**config.mk**
```make
export PLATFORM = sky130hd
export DESIGN_NAME = vec_alu_ctrl
export DESIGN_NICKNAME = d
export VERILOG_FILES = /design/src/rtl/vec_pkg.sv /design/src/rtl/vec_tail_merge.sv /design/src/rtl/vec_alu_ctrl.sv
export SDC_FILE = /design/constraint.sdc
export NUM_CORES = 1
export LEC_CHECK = 0
export BUFFER_PORTS_ARGS = -buffer_cell sky130_fd_sc_hd__clkbuf_2
export CORE_AREA = 2 2 277 279
export CTS_CLUSTER_SIZE = 28
export DETAILED_ROUTE_END_ITERATION = 7
export DIE_AREA = 0 0 279 281
export SYNTH_ARGS = -nofsm -noshare
export SYNTH_HDL_FRONTEND = slang
export SYNTH_SLANG_ARGS = --single-unit
```
**constraint.sdc**
```tcl
create_clock -name clk -period 5.8 [get_ports clk]
set_clock_uncertainty 0.15 [all_clocks]
set_input_delay 0.29 -clock clk [delete_from_list [all_inputs] [get_ports clk]]
set_output_delay 0.29 -clock clk [all_outputs]
set_load 0.05 [all_outputs]
```
**src/rtl/vec_pkg.sv**
```systemverilog
`default_nettype none
// ============================================================================
// Module      : vec_pkg
// Description : Shared definitions for the vector ALU controller. Holds the
//               controller state encoding, the VSEW element-width codes, the
//               opcode constants and a VSEW legality helper.
// Revision    : 1.0 - initial release
// ============================================================================
package vec_pkg;

    // Controller state encoding
    typedef enum logic [2:0] {
        IDLE = 3'd0,
        RD1  = 3'd1,
        RD2  = 3'd2,
        RD3  = 3'd3,
        EXEC = 3'd4,
        WB   = 3'd5,
        RESP = 3'd6
    } vec_state_e;

    // Element width codes (element width = 8 << vsew)
    localparam logic [2:0] VSEW_E8  = 3'd0;
    localparam logic [2:0] VSEW_E16 = 3'd1;
    localparam logic [2:0] VSEW_E32 = 3'd2;
    localparam logic [2:0] VSEW_E64 = 3'd3;

    // Opcodes
    localparam logic [5:0] VAND = 6'b001001;

    // Only 8/16/32/64-bit elements are supported
    function automatic logic vsew_legal(input logic [2:0] vsew);
        return (vsew <= VSEW_E64);
    endfunction

endpackage
`default_nettype wire

```
**src/rtl/vec_tail_merge.sv**
```systemverilog
`default_nettype none
// ============================================================================
// Module      : vec_tail_merge
// Description : Combinational tail-undisturbed merge. Element i (width
//               8 << vsew bits) of merged comes from new_data when i < vl,
//               otherwise from old_data.
// Ports       : new_data  in  VLEN  ALU result
//               old_data  in  VLEN  previous destination register contents
//               vsew      in  3     element width code
//               vl        in  10    active element count
//               merged    out VLEN  merged write-back data
// Revision    : 1.0 - initial release
// ============================================================================
module vec_tail_merge #(
    parameter logic [9:0] VLEN = 10'd128
) (
    input  logic [VLEN-1:0] new_data,
    input  logic [VLEN-1:0] old_data,
    input  logic [2:0]      vsew,
    input  logic [9:0]      vl,
    output logic [VLEN-1:0] merged
);

    localparam int c_nbytes = int'(VLEN) / 8;

    // Work byte by byte: the byte's element index is its byte index shifted
    // right by vsew, so one comparison against vl covers every element width.
    for (genvar b = 0; b < c_nbytes; b++) begin : g_byte
        localparam logic [9:0] c_b = 10'(b);
        assign merged[8*b +: 8] = ((c_b >> vsew) < vl) ? new_data[8*b +: 8]
                                                        : old_data[8*b +: 8];
    end

endmodule
`default_nettype wire

```
**src/rtl/vec_alu_ctrl.sv**
```systemverilog
`default_nettype none
// ============================================================================
// Module      : vec_alu_ctrl
// Description : Sequences one vector ALU command: reads vs1, vs2 and the old
//               vd from the register file, runs the external ALU with a
//               timeout, merges the result with the old vd (tail undisturbed)
//               and writes it back, then returns a response.
// Ports       : clk, resetn          clock, asynchronous active-low reset
//               cmd_*                 command handshake and fields
//               rf_*                  register file read (1-cycle latency)
//                                     and write ports
//               alu_*                 external ALU run/done interface
//               rsp_valid/ready/err   response handshake, error flag
// Revision    : 1.0 - initial release
// ============================================================================
module vec_alu_ctrl
    import vec_pkg::*;
#(
    parameter logic [9:0] VLEN    = 10'd128,
    parameter logic [7:0] TIMEOUT = 8'd255
) (
    input  logic            clk,
    input  logic            resetn,
    // command
    input  logic            cmd_valid,
    output logic            cmd_ready,
    input  logic [5:0]      cmd_opcode,
    input  logic [4:0]      cmd_vs1,
    input  logic [4:0]      cmd_vs2,
    input  logic [4:0]      cmd_vd,
    input  logic [2:0]      cmd_vsew,
    input  logic [9:0]      cmd_vl,
    // register file
    output logic            rf_re,
    output logic [4:0]      rf_raddr,
    input  logic [VLEN-1:0] rf_rdata,
    output logic            rf_we,
    output logic [4:0]      rf_waddr,
    output logic [VLEN-1:0] rf_wdata,
    // ALU
    output logic            alu_run,
    output logic [5:0]      alu_opcode,
    output logic [VLEN-1:0] alu_vs1,
    output logic [VLEN-1:0] alu_vs2,
    output logic [2:0]      alu_vsew,
    input  logic [VLEN-1:0] alu_vd,
    input  logic            alu_done,
    // response
    output logic            rsp_valid,
    input  logic            rsp_ready,
    output logic            rsp_err
);

    vec_state_e      r_state;
    vec_state_e      w_next;
    logic            r_out_en;
    logic [5:0]      r_opcode;
    logic [4:0]      r_vs1_idx;
    logic [4:0]      r_vs2_idx;
    logic [4:0]      r_vd_idx;
    logic [2:0]      r_vsew;
    logic [9:0]      r_vl;
    logic            r_err;
    logic [7:0]      r_cnt;
    logic [VLEN-1:0] r_src1;
    logic [VLEN-1:0] r_src2;
    logic [VLEN-1:0] r_old;
    logic [VLEN-1:0] r_result;

    logic            w_accept;
    logic            w_vsew_ok;
    logic [9:0]      w_vlmax;
    logic [9:0]      w_vl_clamp;
    logic            w_timeout;
    logic [VLEN-1:0] w_merged;

    assign w_accept   = cmd_valid && cmd_ready;
    assign w_vsew_ok  = vsew_legal(cmd_vsew);
    // VLMAX = VLEN / element width; only meaningful for legal vsew
    assign w_vlmax    = VLEN >> (cmd_vsew + 3'd3);
    assign w_vl_clamp = (cmd_vl > w_vlmax) ? w_vlmax : cmd_vl;
    // True on the EXEC cycle that completes TIMEOUT cycles of waiting
    assign w_timeout  = (({1'b0, r_cnt} + 9'd1) >= {1'b0, TIMEOUT});

    // ------------------------------------------------------------------
    // State register
    // ------------------------------------------------------------------
    always_ff @(posedge clk or negedge resetn) begin
        if (!resetn) begin
            r_state <= IDLE;
        end else begin
            r_state <= w_next;
        end
    end

    // ------------------------------------------------------------------
    // Next state
    // ------------------------------------------------------------------
    always_comb begin
        w_next = r_state;
        case (r_state)
            IDLE: begin
                if (w_accept) begin
                    if (!w_vsew_ok || (cmd_vl == 10'd0)) begin
                        w_next = RESP;
                    end else begin
                        w_next = RD1;
                    end
                end
            end
            RD1:  w_next = RD2;
            RD2:  w_next = RD3;
            RD3:  w_next = EXEC;
            EXEC: begin
                if (alu_done) begin
                    w_next = WB;
                end else if (w_timeout) begin
                    w_next = RESP;
                end
            end
            WB:   w_next = RESP;
            RESP: begin
                if (rsp_ready) begin
                    w_next = IDLE;
                end
            end
            default: w_next = IDLE;
        endcase
    end

    // ------------------------------------------------------------------
    // Datapath registers
    // ------------------------------------------------------------------
    always_ff @(posedge clk or negedge resetn) begin
        if (!resetn) begin
            r_out_en  <= 1'b0;
            r_opcode  <= '0;
            r_vs1_idx <= '0;
            r_vs2_idx <= '0;
            r_vd_idx  <= '0;
            r_vsew    <= '0;
            r_vl      <= '0;
            r_err     <= 1'b0;
            r_cnt     <= '0;
            r_src1    <= '0;
            r_src2    <= '0;
            r_old     <= '0;
            r_result  <= '0;
        end else begin
            // Keeps cmd_ready low while reset is held, high once released
            r_out_en <= 1'b1;
            case (r_state)
                IDLE: begin
                    if (w_accept) begin
                        r_opcode  <= cmd_opcode;
                        r_vs1_idx <= cmd_vs1;
                        r_vs2_idx <= cmd_vs2;
                        r_vd_idx  <= cmd_vd;
                        r_vsew    <= cmd_vsew;
                        r_vl      <= w_vl_clamp;
                        r_err     <= !w_vsew_ok;
                        r_cnt     <= '0;
                    end
                end
                // Read data lags rf_re by one cycle: RD2 sees vs1, RD3 sees vs2
                RD2: r_src1 <= rf_rdata;
                RD3: r_src2 <= rf_rdata;
                EXEC: begin
                    // First EXEC cycle carries the old vd read issued in RD3
                    if (r_cnt == 8'd0) begin
                        r_old <= rf_rdata;
                    end
                    r_cnt <= r_cnt + 8'd1;
                    if (alu_done) begin
                        r_result <= alu_vd;
                    end else if (w_timeout) begin
                        r_err <= 1'b1;
                    end
                end
                default: ;
            endcase
        end
    end

    vec_tail_merge #(
        .VLEN (VLEN)
    ) u_tail_merge (
        .new_data (r_result),
        .old_data (r_old),
        .vsew     (r_vsew),
        .vl       (r_vl),
        .merged   (w_merged)
    );

    // ------------------------------------------------------------------
    // Outputs (decoded from state so reset clears them immediately)
    // ------------------------------------------------------------------
    always_comb begin
        rf_re    = 1'b0;
        rf_raddr = '0;
        case (r_state)
            RD1: begin
                rf_re    = 1'b1;
                rf_raddr = r_vs1_idx;
            end
            RD2: begin
                rf_re    = 1'b1;
                rf_raddr = r_vs2_idx;
            end
            RD3: begin
                rf_re    = 1'b1;
                rf_raddr = r_vd_idx;
            end
            default: ;
        endcase
    end

    assign cmd_ready  = (r_state == IDLE) && r_out_en;
    assign rf_we      = (r_state == WB);
    assign rf_waddr   = rf_we ? r_vd_idx : 5'd0;
    assign rf_wdata   = rf_we ? w_merged : '0;
    assign alu_run    = (r_state == EXEC);
    assign alu_opcode = r_opcode;
    assign alu_vs1    = r_src1;
    assign alu_vs2    = r_src2;
    assign alu_vsew   = r_vsew;
    assign rsp_valid  = (r_state == RESP);
    assign rsp_err    = rsp_valid && r_err;

endmodule
`default_nettype wire

```
==> results of run 1 <==
critical path, stage by stage, from the launching register on:
cell and delay (ns):
dfrtp_1 0.71, nor2b_1 0.67, nand2_4 0.47, inv_6 0.59
buf_12 0.39, nand2_1 0.14, mux2i_1 0.17, clkbuf_2 0.30
cell families after synthesis:
logic type                 after synthesis  synth area share, %
adders and majority gates               29                1.446
and+or+nand+nor                        399                7.060
buffers and inverters                  117                2.822
AOI/OAI and AO/OA                      100                2.987
muxes                                  638                29.82
xor gates and xnor gates                 3               0.1047
other                                    1              0.01494
DFF                                    559                55.74
routing by layer:
| metal | track usage, % | routed length [um] |
|---|---|---|
| met1 | 24.01 | 32920 |
| met2 | 34.08 | 39370 |
| met3 | 4.348 | 4639 |
| met4 | 7.830 | 3015 |
| met5 | 0 | 0 |
stage by stage:
stage | std cells | area [um^2] | utilization [%] | total power (W)
final | 3859 | 34730 | 46.03 | 0.02356
after global routing | 3859 | 34730 | 46.03 | 0.02470
after CTS | 3857 | 34720 | 46.03 | 0.02377
after detailed placement | 3444 | 29470 | 39.06 | 0.01910
after global placement | 3444 | 29470 | 39.06 | 0.01888
after floorplan | 1846 | 25090 | - | 0.01597
cell type report:
cell class / count / area share, %
sequential: 559 / 40.28
multi-input combinational: 1170 / 30.02
tap: 978 / 3.524
clock inverter: 42 / 1.801
clock buffer: 74 / 4.767
inverter: 15 / 0.1765
antenna: 2 / 0.01441
timing repair buffer: 1019 / 19.42
final timing paths:
| check | endpoint | slack [ns] | cells past startpoint |
|---|---|---|---|
| worst max-delay path | rf_wdata[88] | 1.08 | 7 |
| worst min-delay path | r_vl[0] | 0.14 | 5 |
| worst max register to register | r_vl[6] | 2.26 | 6 |
| worst min register to register | r_vs2_idx[2] | 0.34 | 2 |
| max in group asynchronous | r_result[49] | 3.91 | 3 |
| min in group asynchronous | r_old[3] | 0.17 | 2 |
Yosys cell counts (4+ instances only):
cell / count
a21oi_4: 8
nor2_1: 74
ha_1: 29
nor2b_1: 7
nand3b_1: 5
a21boi_0: 4
a21oi_1: 13
o21ai_0: 30
and2_1: 4
inv_1: 13
dfrtp_1: 559
nand2_1: 241
a21o_1: 5
buf_6: 21
mux2_4: 120
nand3_1: 19
mux2_2: 397
buf_4: 15
nand2b_1: 4
nor4_1: 5
mux2i_1: 121
buf_2: 44
a22oi_1: 4
clkbuf_1: 20
and3_1: 10
o211ai_1: 11
power breakdown:
part	internal, W	total [W]	switching, W	leakage, nW
sequential	0.00589	0.00718	0.00129	6.62
clock	0.00267	0.00437	0.00171	1.12
combinational	0.00427	0.0120	0.00774	8.76
flip-flops by register name, indices dropped and copies added, names as in the netlist:
name and count:
alu_opcode 6, alu_vs1 128, alu_vs2 128, alu_vsew 3, r_cnt 8, r_err 1, r_old 128, r_out_en 1
r_result 128, r_state 3, r_vd_idx 5, r_vl 10, r_vs1_idx 5, r_vs2_idx 5
==> results.toml, run 1 <==
[yosys]
synth_flop_cell = "dfrtp_1"
synth_area_leaders = "dfrtp_1 (56%), mux2_2 (18%), mux2_4 (7.2%), mux2i_1 (4.8%), nand2_1 (3.6%)"
syn_nets = 2170
mappedNetlistArea_mm2 = 0.02509
syn_inst = 1846
yosysUniqueCellTypes = 69
yosysTopAreaCell = "dfrtp_1"
yosysSeqAreaShare_pct = 55.74
synth_top_area_share_pct = 55.74
synth-edff-count = 0
ys.warnings.count = 0
syn_area_per_cell_um2 = 13.59
synthArstFlopShare_pct = 100.0
synth_seq_cells = 559

[clock_network]
insertion_delay_ns = 0.64
cts_tree = "done"
post_cts_buffers = 0
clock_sinks = 559
cts-buffers-inserted = 61
cts-root-buf = "clkbuf_16"
cts_repair_resize_count = 0
clkSlewWorstSetupHoldPaths_ns = 0.06
clockBufferDepth = 3
holdBufCountCts = 297
h-tree-depth = 2

[setup_path]
cp-start-kind = "flop"
cp.arrival_ns = 4.28
critPathKind = "flop to primary output"
required_ns = 5.36
critPathMaxFanout = 91
rr_startpoint = "r_state[2]"
startpoint = "r_state[0]"
end_kind = "primary output"

[sta]
post-route-period-util_pct = 81.35
setup_slack_ns = 1.082
relSlewSlack_pct = 25.24
worstMarginPinSlew_ns = 1.121
min_period_ns = 4.718
fmax_mhz = 211.9
rsz0062_at_grt = "false"
drv_slew = 0
finalHoldViolations = 0
finalSetupTns_ns = 0
finalSetupViolations = 0
hold_slack_ns = 0.1366

[drt]
vias = 18630
drt-total-wl_mm = 79.94
detail_route.wl_per_cell_um = 20.72
drc = 0
first_pass_iters = 5
viasPerCell = 4.827
ant_nets = 0
drt_iter0_drc = 811

[status]
status = "finished, final reports clean"

[die]
start_util_pct = 33.26
die_width_um = 279
die_area_mm2 = 0.07840
coreArea_mm2 = 0.07544
rows = 101
die_y_um = 281
io_pins = 704

[finish]
ff_latch_area_mm2 = 0.01399
final_cell_mix = "clkbuf_2 (702), dfrtp_1 (559), mux2_2 (397), dlygate4sd3_1 (297), nand2_1 (240)"
drive_gt1_share_pct = 48.04
fin_nets = 3150
multi_input_area_mm2 = 0.01043
fillers = 6820
final_common_cell = "clkbuf_2"
area_growth_pct = 38.39

[pwr]
ir_worst_vdd_v = 0.0004171
power_per_cell_area_mw_per_mm2 = 678.4
leakagePower_nw = 16.50

[grt]
grt_use_total_pct = 19.76
grt_pass1_wl_mm = 120.3
antenna_found_initial = 5
grt_pass1_vias = 20340
grt_max_degree = 159
overflow = 0

[place]
dp_slack_ns = 1.842
io_buffer_count = 703
hpwl_mm = 56.51
gp_congestion = 0.8783

[flow_run]
drv_cap = 0

[hold_path]
min_from = "cmd_vl[9]"
hp-class = "primary input to flop"
No activity file was read; power rests on OpenSTA's default activity.
==> run 2: changes to the inputs <==
Settings changed: CORE_AREA 2 2 277 279 to 2 2 271 273, DIE_AREA 0 0 279 281 to 0 0 273 275.
Clock period 5.8 ns to 4.4 ns, I/O delays scaled along.
==> run 2 against run 1 <==
Compared with the run above: first-iteration DRC count grew 6.3%; critical path type unchanged; register-to-register slack lost 1.2 ns; global-route usage grew 0.80 points; combinational power grew 33%; cell count grew 0.10%; core utilization grew 1.9 points; sequential power grew 31%; critical endpoint is now rf_wdata[96]; sequential share of layout area is essentially flat; critical path depth grew 2; total power grew 29%.
==> results.toml, run 2 (same netlist as run 1, synthesis figures left out) <==
[status]
status = "finished, final reports clean"

[drt]
first_pass_iters = 4
viasPerCell = 4.836
vias = 18680
drc = 0
drt_iter0_drc = 862
drt-total-wl_mm = 79.36
detail_route.wl_per_cell_um = 20.54
ant_nets = 0

[finish]
fin_nets = 3174
area_growth_pct = 38.23
drive_gt1_share_pct = 47.66
design_area_mm2 = 0.03469
final_cell_mix = "clkbuf_2 (702), dfrtp_1 (559), mux2_2 (397), dlygate4sd3_1 (305), nand2_1 (240)"
fillers = 6426
final_common_cell = "clkbuf_2"

[die]
start_util_pct = 34.69
die_y_um = 275
die_area_mm2 = 0.07508
rows = 99
coreArea_mm2 = 0.07234
io_pins = 704
die_width_um = 273

[sta]
relSlewSlack_pct = 24.79
finalSetupViolations = 0
hold_slack_ns = 0.1122
fmax_mhz = 248.0
finalSetupTns_ns = 0
finalHoldViolations = 0
post-route-period-util_pct = 91.64
drv_slew = 0
min_period_ns = 4.032
rsz0062_at_grt = "false"
worstMarginPinSlew_ns = 1.120
setup_slack_ns = 0.3678

[pwr]
power_per_cell_area_mw_per_mm2 = 874.8
leakagePower_nw = 16.50
ir_worst_vdd_v = 0.0005252

[setup_path]
cp-start-kind = "flop"
required_ns = 4.03
end_kind = "primary output"
rr_startpoint = "r_state[2]"
critPathKind = "flop to primary output"
startpoint = "alu_vsew[1]"
cp.arrival_ns = 3.66
critPathMaxFanout = 9

[place]
hpwl_mm = 55.96
dp_slack_ns = 1.012
io_buffer_count = 703
gp_congestion = 0.8675
place_area_mm2 = 0.02964

[grt]
grt_max_degree = 116
antenna_found_initial = 2
grt_pass1_wl_mm = 120.3
gr-usage-met2_pct = 36.03
use_met1_pct = 24.52
grt_pass1_vias = 20470
grt_use_total_pct = 20.56
overflow = 0
top_usage_layer = "met2"
globalRouteMet3Util_pct = 4.678

[hold_path]
hp-class = "primary input to flop"
min_from = "cmd_vl[8]"

[clock_network]
cts_tree = "done"
post_cts_buffers = 0
clock_sinks = 559
clockBufferDepth = 3
cts-buffers-inserted = 60
insertion_delay_ns = 0.61
h-tree-depth = 2
cts-root-buf = "clkbuf_16"
clkSlewWorstSetupHoldPaths_ns = 0.06

[flow_run]
drv_cap = 0
==> run 2: cell count changes in the layout (fill, tap and decap cells not counted), sizes merged <==
| cell | delta |
|---|---|
| clkbuf | +21 |
| buf | +17 |
| bufinv | -11 |
| clkinv | -11 |
| dlygate4sd3 | +8 |
| clkinvlp | -3 |
| diode | +2 |
==> run 2: worst paths after layout <==
kind | to | slack, ns | cells past startpoint
max | rf_wdata[96] | 0.37 | 9
min | r_state[0] | 0.11 | 5
max reg2reg | r_vl[7] | 1.04 | 6
min reg2reg | alu_opcode[5] | 0.33 | 2
max in group asynchronous | alu_vs2[92] | 2.66 | 3
min in group asynchronous | alu_opcode[2] | 0.20 | 2
==> run 2: cell type report <==
cell class	count	area [um^2]	area share [%]
diodes	4	10.01	0.02886
clock buffers	95	1793	5.169
clock inverters	17	196.4	0.5663
inverters	15	61.31	0.1767
multi-input cells	1170	10430	30.05
flip-flops and latches	559	13990	40.33
well taps	959	1200	3.459
repair buffers	1044	7014	20.22
==> run 2: report_power, final <==
group          internal [W]  total (W)  switching [W]
logic               0.00573     0.0159         0.0101
clock network       0.00297    0.00508        0.00212
registers           0.00777    0.00938        0.00161
==> run 2: timing repair <==
item                      CTS  global route
gates resized for setup     0             0
hold buffers              305             0
hold endpoints to repair  653             0
==> run 2: stage by stage <==
stage               util, %  total power (W)  cells
CTS                   47.94          0.03059   3859
finish                47.95          0.03035   3863
floorplan                 -          0.02105   1846
global placement      40.97          0.02474   3442
detailed placement    40.97          0.02510   3442
global route          47.95          0.03189   3861
==> run 2: layer usage <==
metal / part of all wire (%) / vias up
met5: 0 / -
met4: 3.9 / 0
met3: 5.9 / 159
met2: 50 / 596
met1: 40 / 9438
li1: - / 8487
==> run 2: worst max-delay path: stages (launching register included) <==
cell	delay (ns)
dfrtp_1	0.53
inv_1	0.17
ha_1	0.32
nor2b_1	0.16
ha_1	0.33
a21boi_0	0.19
o211ai_1	0.15
a21oi_4	0.60
mux2i_1	0.30
clkbuf_2	0.31
